[src/rtl/boot_loader_ctrl.sv]
// boot_loader_ctrl
// Sits between a UART word loader and the CPU's instruction memory. While
// load_en is high, it turns each rising edge of the loader's word-ready level
// into one instruction-memory write. It also keeps a word count, a checksum
// and an out-of-range flag. When load_en drops, it holds the CPU in reset for
// RST_HOLD cycles and then releases it.
//
// Parameters
//   ADDR_W   : instruction-memory word-address width (depth = 2**ADDR_W)
//   RST_HOLD : cycles the CPU stays in reset after loading ends
//
// Ports
//   clk, rst_n  : system clock, asynchronous active-low reset
//   load_en     : loader-mode switch
//   ld_wr       : loader word-ready level (may stay high for many cycles)
//   ld_addr     : loader word address (all-ones = no word received yet)
//   ld_data     : loader assembled word
//   imem_we     : instruction-memory write strobe
//   imem_addr   : instruction-memory word address
//   imem_wdata  : instruction-memory write data
//   cpu_rst_n   : CPU reset, active-low
//   word_cnt    : accepted-word count, saturating at the memory depth
//   checksum    : sum modulo 2**32 of accepted words
//   overflow    : sticky flag, an out-of-range word was dropped
//   busy        : high whenever the controller is not in RUN
module boot_loader_ctrl #(
  parameter int ADDR_W   = 6,
  parameter int RST_HOLD = 4
) (
  input  logic              clk,
  input  logic              rst_n,
  input  logic              load_en,
  input  logic              ld_wr,
  input  logic [31:0]       ld_addr,
  input  logic [31:0]       ld_data,
  output logic              imem_we,
  output logic [ADDR_W-1:0] imem_addr,
  output logic [31:0]       imem_wdata,
  output logic              cpu_rst_n,
  output logic [ADDR_W:0]   word_cnt,
  output logic [31:0]       checksum,
  output logic              overflow,
  output logic              busy
);

  localparam int HOLD_W = (RST_HOLD > 1) ? $clog2(RST_HOLD) : 1;
  localparam logic [HOLD_W-1:0] HOLD_LAST = HOLD_W'(RST_HOLD - 1);
  localparam logic [ADDR_W:0]   DEPTH     = {1'b1, {ADDR_W{1'b0}}};

  typedef enum logic [1:0] {
    ST_LOAD    = 2'd0,
    ST_RELEASE = 2'd1,
    ST_RUN     = 2'd2
  } state_t;

  state_t              state_r;
  state_t              state_nxt_s;
  logic [HOLD_W-1:0]   hold_cnt_r;
  logic                cpu_rst_n_r;
  logic                busy_r;
  logic                ld_wr_q_r;
  logic                pend_r;
  logic [ADDR_W-1:0]   pend_addr_r;
  logic [31:0]         pend_data_r;
  logic                imem_we_r;
  logic [ADDR_W-1:0]   imem_addr_r;
  logic [31:0]         imem_wdata_r;
  logic [ADDR_W:0]     word_cnt_r;
  logic [31:0]         checksum_r;
  logic                overflow_r;
  logic                load_entry_s;
  logic                wr_evt_s;
  logic                accept_s;
  logic                drop_s;

  // Next-state decode. In RELEASE, load_en wins over the hold counter.
  always_comb begin
    state_nxt_s = state_r;
    case (state_r)
      ST_RUN: begin
        if (load_en) state_nxt_s = ST_LOAD;
        else         state_nxt_s = ST_RUN;
      end
      ST_LOAD: begin
        if (!load_en) state_nxt_s = ST_RELEASE;
        else          state_nxt_s = ST_LOAD;
      end
      ST_RELEASE: begin
        if (load_en)                       state_nxt_s = ST_LOAD;
        else if (hold_cnt_r == HOLD_LAST)  state_nxt_s = ST_RUN;
        else                               state_nxt_s = ST_RELEASE;
      end
      default: state_nxt_s = ST_RELEASE;
    endcase
  end

  // Classify the write event. Edge detect is on the registered ld_wr, and only the current LOAD state counts.
  always_comb begin
    load_entry_s = 1'b0;
    wr_evt_s     = 1'b0;
    accept_s     = 1'b0;
    drop_s       = 1'b0;
    if ((state_nxt_s == ST_LOAD) && (state_r != ST_LOAD)) load_entry_s = 1'b1;
    else                                                  load_entry_s = 1'b0;
    if (ld_wr && !ld_wr_q_r && (state_r == ST_LOAD)) wr_evt_s = 1'b1;
    else                                             wr_evt_s = 1'b0;
    // All-ones means "nothing received yet". Check it before the range test, because it is also out of range.
    if (!wr_evt_s || (&ld_addr)) begin
      accept_s = 1'b0;
      drop_s   = 1'b0;
    end else if (|ld_addr[31:ADDR_W]) begin
      accept_s = 1'b0;
      drop_s   = 1'b1;
    end else begin
      accept_s = 1'b1;
      drop_s   = 1'b0;
    end
  end

  // State register, hold counter and registered CPU reset / busy.
  always_ff @(posedge clk or negedge rst_n) begin
    if (!rst_n) begin
      state_r     <= ST_RELEASE;
      hold_cnt_r  <= {HOLD_W{1'b0}};
      cpu_rst_n_r <= 1'b0;
      busy_r      <= 1'b1;
    end else begin
      state_r     <= state_nxt_s;
      // The hold counter restarts from zero on every entry to RELEASE.
      if (state_r == ST_RELEASE) hold_cnt_r <= hold_cnt_r + HOLD_W'(1);
      else                       hold_cnt_r <= {HOLD_W{1'b0}};
      cpu_rst_n_r <= (state_nxt_s == ST_RUN);
      busy_r      <= (state_nxt_s != ST_RUN);
    end
  end

  // Word-ready history, sampled in every state.
  always_ff @(posedge clk or negedge rst_n) begin
    if (!rst_n) ld_wr_q_r <= 1'b0;
    else        ld_wr_q_r <= ld_wr;
  end

  // Capture stage: hold an accepted word for one cycle before the strobe.
  always_ff @(posedge clk or negedge rst_n) begin
    if (!rst_n) begin
      pend_r      <= 1'b0;
      pend_addr_r <= {ADDR_W{1'b0}};
      pend_data_r <= 32'd0;
    end else begin
      pend_r <= accept_s;
      if (accept_s) begin
        pend_addr_r <= ld_addr[ADDR_W-1:0];
        pend_data_r <= ld_data;
      end
    end
  end

  // Memory write port. Address and data hold between strobes.
  always_ff @(posedge clk or negedge rst_n) begin
    if (!rst_n) begin
      imem_we_r    <= 1'b0;
      imem_addr_r  <= {ADDR_W{1'b0}};
      imem_wdata_r <= 32'd0;
    end else begin
      imem_we_r <= pend_r;
      if (pend_r) begin
        imem_addr_r  <= pend_addr_r;
        imem_wdata_r <= pend_data_r;
      end
    end
  end

  // Load statistics. Clearing on LOAD entry takes precedence over a strobe completing on the same edge.
  always_ff @(posedge clk or negedge rst_n) begin
    if (!rst_n) begin
      word_cnt_r <= {(ADDR_W+1){1'b0}};
      checksum_r <= 32'd0;
      overflow_r <= 1'b0;
    end else if (load_entry_s) begin
      word_cnt_r <= {(ADDR_W+1){1'b0}};
      checksum_r <= 32'd0;
      overflow_r <= 1'b0;
    end else begin
      if (pend_r) begin
        checksum_r <= checksum_r + pend_data_r;
        if (word_cnt_r != DEPTH) word_cnt_r <= word_cnt_r + (ADDR_W+1)'(1);
      end
      if (drop_s) overflow_r <= 1'b1;
    end
  end

  assign imem_we    = imem_we_r;
  assign imem_addr  = imem_addr_r;
  assign imem_wdata = imem_wdata_r;
  assign cpu_rst_n  = cpu_rst_n_r;
  assign word_cnt   = word_cnt_r;
  assign checksum   = checksum_r;
  assign overflow   = overflow_r;
  assign busy       = busy_r;

endmodule

[config.mk]
export PLATFORM = sky130hd
export DESIGN_NAME = boot_loader_ctrl
export DESIGN_NICKNAME = d
export VERILOG_FILES = /design/src/rtl/boot_loader_ctrl.sv
export SDC_FILE = /design/constraint.sdc
export NUM_CORES = 1
export LEC_CHECK = 0
export ABC_AREA = 1
export CORE_ASPECT_RATIO = 0.7
export CORE_MARGIN = 4
export CORE_UTILIZATION = 44
export DETAILED_ROUTE_END_ITERATION = 7
export PLACE_DENSITY = 0.73
export SYNTH_ARGS = -nofsm -noshare
export SYNTH_HDL_FRONTEND = slang
export SYNTH_SLANG_ARGS = --single-unit
export TNS_END_PERCENT = 1
[constraint.sdc]
create_clock -name clk -period 1.7 [get_ports clk]
set_input_delay 0.34 -clock clk [delete_from_list [all_inputs] [get_ports clk]]
set_output_delay 0.34 -clock clk [all_outputs]
set_load 0.05 [all_outputs]
Word-level counts from Yosys, hierarchy flattened
Index checks and enable logic that the tools add are counted.
- output and inout port bits: 81
- word-level logic and storage cells: 57
- input port bits: 68
- register bits after elaboration: 125
- add/subtract/negate cells: 3
- muxes and demuxes: 19
- equality and inequality tests: 6
- reduce and logical (&&, ||, !) cells: 15
- operators with widths (operator ; number):
    2-to-1 mux 32 bit ; 2
    adder 32 bit ; 1
    AND reduction 32 bit ; 1
    OR reduction 26 bit ; 1
    2-to-1 mux 7 bit ; 3
    2-to-1 mux 1 bit ; 9
    2-to-1 mux 2 bit ; 4
    nonzero test 2 bit ; 4
    adder 7 x 1 -> 7 bit, second input constant ; 1
    != test 7 bit, second input constant ; 1
    equality test 2 bit, second input constant ; 3
    one-hot mux 2 bit (3 select lines) ; 1
    zero test 2 bit ; 2
    logical AND 1 bit ; 3
    adder 2 x 1 -> 2 bit, second input constant ; 1
    equality test 2 x 1 -> 1 bit, second input constant ; 1
    zero test 1 bit ; 2
    != test 2 bit, second input constant ; 1
    AND reduction 2 bit ; 1
    logical OR 1 bit ; 1

Longest topological paths before layout
- word-level depth: 9
- gate-level depth with buffers: 13

Worst setup path after synthesis
Ideal clock, no wire load.
- path kind: reg2reg
- from: register checksum_r[0] (netlist: checksum[0])
- to: register checksum_r[24] (netlist: checksum[24])
- path buffers: 0
- cell stages (with the launch flop): 14
- arrival time: 2044 ps
- data required time: 1582 ps
- library setup time: 118 ps
- clock period less this slack: 2162 ps
- slack: -462 ps
- path through: dfrtp_1 -> ha_1 -> inv_1 -> fa_1 -> inv_1 -> nand3_1 -> nand3_1 -> nand2_1 -> nand2_1 -> nand2_1 -> nand3_1 -> nand2_1 -> nand3_1 -> nand2_1
- word-level cells in the longest chain between the ends: 3
- RTL lines (item ; line ; text):
    start: declaration ; 69 ; logic [31:0] checksum_r;
    start signal: assignment ; 185 ; checksum_r <= checksum_r + pend_data_r;
    adder 32 bit ; 185 ;
    2-to-1 mux 32 bit ; 184 ; if (pend_r) begin
    2-to-1 mux 32 bit ; 179 ; end else if (load_entry_s) begin
Every way passes these cells. The select of a mux whose other input is x is not followed.
A chain may end at the register's enable or synchronous reset.

Final worst setup path
- from: register pend_data_r[0]
- to: register checksum_r[10] (netlist: checksum[10])
- word-level cells in the longest chain between the ends: 3
- RTL lines (item ; line ; text):
    start: declaration ; 64 ; logic [31:0] pend_data_r;
    start signal: assignment ; 153 ; pend_data_r <= ld_data;
    adder 32 bit ; 185 ;
    2-to-1 mux 32 bit ; 184 ;
    2-to-1 mux 32 bit ; 179 ;
Every way passes these cells. The select of a mux whose other input is x is not followed.

==> results by group <==
Place
  • Setup slack at placement: -277 ps
  • DP HPWL: between 15 and 20 mm
  • Post-placement cell area: 0.00995 sq mm
  • I/O Buffers: 148
  • Gpl congestion: roughly 0.90
  • Dpl cells: between 1500 and 2000

Floorplan
  • Num ports: between 100 and 150
  • Die area: 0.0187 sq mm
  • Row cnt: 39
  • Die extent in y: between 100 and 150 microns
  • Chip width: ~160 microns
  • Core Box Area: 0.0163 sq mm
  • Initial Util: between 40 and 50%

Drt
  • Drt pass-1 iters: 7
  • Antenna Violating Nets Remaining: 0
  • Post-DR vias/cell: about 4.9
  • Wire per inst: 14.6 microns
  • DRC Markers: 0
  • Total number of vias: between 7000 and 8000
  • DRT iter0 DRCs: 685
  • DRT Wirelength: 23.2 mm

Clock tree
  • Clk root buf: clkbuf_16
  • Clock transition at path regs: 60 ps
  • Clock Path Buffers: 2
  • Clock Latency Late Sink: 430 ps
  • H-Tree Depth: 4
  • Sink Count: 125
  • TritonCTS buffer count: 17
  • CTS tree: done

Timing
  • Slew Viols, Final: 0
  • Fin. Hold Viols: 0
  • PnR worst setup slack: -190 ps
  • Crit path time final: 1890 ps
  • Worst rel slew slack: roughly two thirds
  • Total negative slack: -2330 ps
  • Setup violations, final: 25
  • RSZ-0062 raised after global routing: yes
  • Clk_skew: roughly 8.6 ps
  • Period utilization: 111%
  • Fin Hold WS: 387 ps
  • Worst-Margin Slew: 475 ps
  • Fmax: 529 MHz

Layout
  • ANT cells: 0
  • Commonest non-fill, non-tap cell in the layout: nand2_1
  • Nets: 1449
  • Fin cells: 1584
  • Most frequent cells in the layout: nand2_1 (491), buf_4 (198), inv_1 (135)
  • Area of the multi-input gates: 0.00415 sq mm
  • Final instance area: 0.0112 sq mm
  • Area growth, synth to finish: 53.7%
  • Reg area: 0.00315 sq mm
  • Layout cells sized above 1: 27.7%
  • Fillers: approximately 1400

Synthesis
  • Cells after synthesis: approximately 1100
  • Synthesized area per cell: around 6.8 sq um
  • Synth unique cells: 33
  • Area contributors post-synth: dfrtp_1 (42%), nand2_1 (27%), inv_1 (7.1%)
  • Post-synthesis sequential area ratio: 42.9%
  • Flop and latch count out of synthesis: 125
  • Post-synth top area share: 42.2%
  • Post-synth top area cell: dfrtp_1
  • Cell area after synthesis: 0.00729 sq mm
  • Mapped Nets: approximately 1200
  • Synthesis Warnings: 0

Worst setup path
  • R2r startpoint: pend_data_r[0]
  • Element type at the critical path end: flop
  • CP arrival: approximately 2200 ps
  • Worst setup path startpoint: pend_data_r[0]
  • CP Launch Type: flop
  • CP Data Required Time: 2000 ps
  • Crit-path max FO: 4
  • WS Path Type: reg -> reg

Status
  • Outcome: complete, but fails checks
  • Failing checks: setup timing

Worst hold path
  • Hold/Removal Path Class: in -> async

GRT
  • First-pass GRT wire length: 36.5 mm
  • Antenna violations before repair: 0
  • Largest net degree at the start of global routing: 44
  • GRT overflow: 0
  • All-layer global routing usage: 24.7%
  • Vias in the first global route: 7290

Pwr
  • Pleak: ~6.2 nW
  • Worst vdd ir: 0.537 mV
  • Power per cell area: 626 mW/mm^2

Flow run
  • Max-cap viol count: 0
routing by layer:
metal / GRT usage, % / part of all wire (%) / up-vias
li1: - / - / 3837
met2: 36.3 / 42 / 253
met4: 6.31 / 1.1 / 0
met1: 37.8 / 50 / 3586
met3: 4.30 / 7.0 / 21
met5: 0 / 0 / -
final timing paths:
path | endpoint | slack, ps | cells after the start
min reg2reg | hold_cnt_r[0] | 430 | 1
max | checksum[10] | -190 | 11
min in group clk | ld_wr_q_r | 390 | 1
max in group asynchronous | checksum[9] | 700 | 3
max reg2reg | checksum[10] | -190 | 11
min | imem_wdata[13] | 390 | 2
logic make-up (layout without fill, tap and decap cells):
family	count (synthesis)	count (layout)	share of synthesized area, %
xor+xnor	8	8	0.961
simple gates	673	673	36.5
fa+ha+maj	35	35	6.11
flops	125	125	42.9
buf+inv	161	455	8.85
compound gates	63	63	4.63
worst max-delay path, cell delays in order (launching register included):
cell and delay, ps:
dfrtp_1 400, ha_4 170, inv_2 40, fa_2 360
inv_4 100, buf_4 110, nand3_1 80, nand3_2 100
buf_4 140, a21oi_1 80, o21ai_1 100, nand2_1 70
power breakdown:
part | total, W | switching [W] | internal, W
clock network | 0.00356 | 0.00150 | 0.00206
logic | 0.000438 | 0.000213 | 0.000225
registers | 0.00302 | 0.0000144 | 0.00301
total | 0.00702 | 0.00173 | 0.00529
area by class of cell:
cell class | instances | share of cell area (%)
multi-input cells | 779 | 37.0
flip-flops and latches | 125 | 28.1
repair buffers | 284 | 22.6
inverters | 139 | 4.68
clock buffers | 17 | 3.80
well taps | 225 | 2.51
clock inverters | 15 | 1.34
synthesized netlist by cell type, drive strengths merged:
| cell | count |
|---|---|
| o21bai | 4 |
| ha | 34 |
| xnor2 | 7 |
| a21o | 1 |
| nor2 | 70 |
| clkinv | 1 |
| nand4 | 12 |
| o21ai | 25 |
| nand2 | 523 |
| a211oi | 1 |
| nor3b | 1 |
| buf | 12 |
| or2 | 2 |
| nand3b | 1 |
| and3b | 1 |
| nand3 | 47 |
| a21oi | 30 |
| clkbuf | 10 |
| a22o | 1 |
| dfstp | 2 |
| fa | 1 |
| xor2 | 1 |
| a31o | 1 |
| inv | 138 |
| dfrtp | 123 |
| nor3 | 14 |
| and2 | 2 |
repair_timing:
| action | CTS | global route |
|---|---|---|
| endpoints found under the setup margin | 26 | 31 |
| pin swaps | 11 | 10 |
| hold buffers | 1 | 0 |
| buffers inserted | 4 | 3 |
| gates resized for setup | 63 | 65 |
| hold endpoints to repair | 24 | 0 |
state kept, by name, indices dropped and copies added (netlist names):
name,count
hold_cnt_r,2
word_cnt,7
ld_wr_q_r,1
pend_r,1
imem_we,1
imem_wdata,32
cpu_rst_n,1
overflow,1
checksum,32
pend_data_r,32
state_r,2
busy,1
pend_addr_r,6
imem_addr,6
stage by stage:
step                utilization [%]  power [W]
finish                         68.8    0.00702
global route                   68.8    0.00728
CTS                            66.9    0.00708
detailed placement             61.1    0.00351
global placement               61.1    0.00351
floorplan                         -    0.00319
Note: power is estimated with default switching activity, not from simulation.
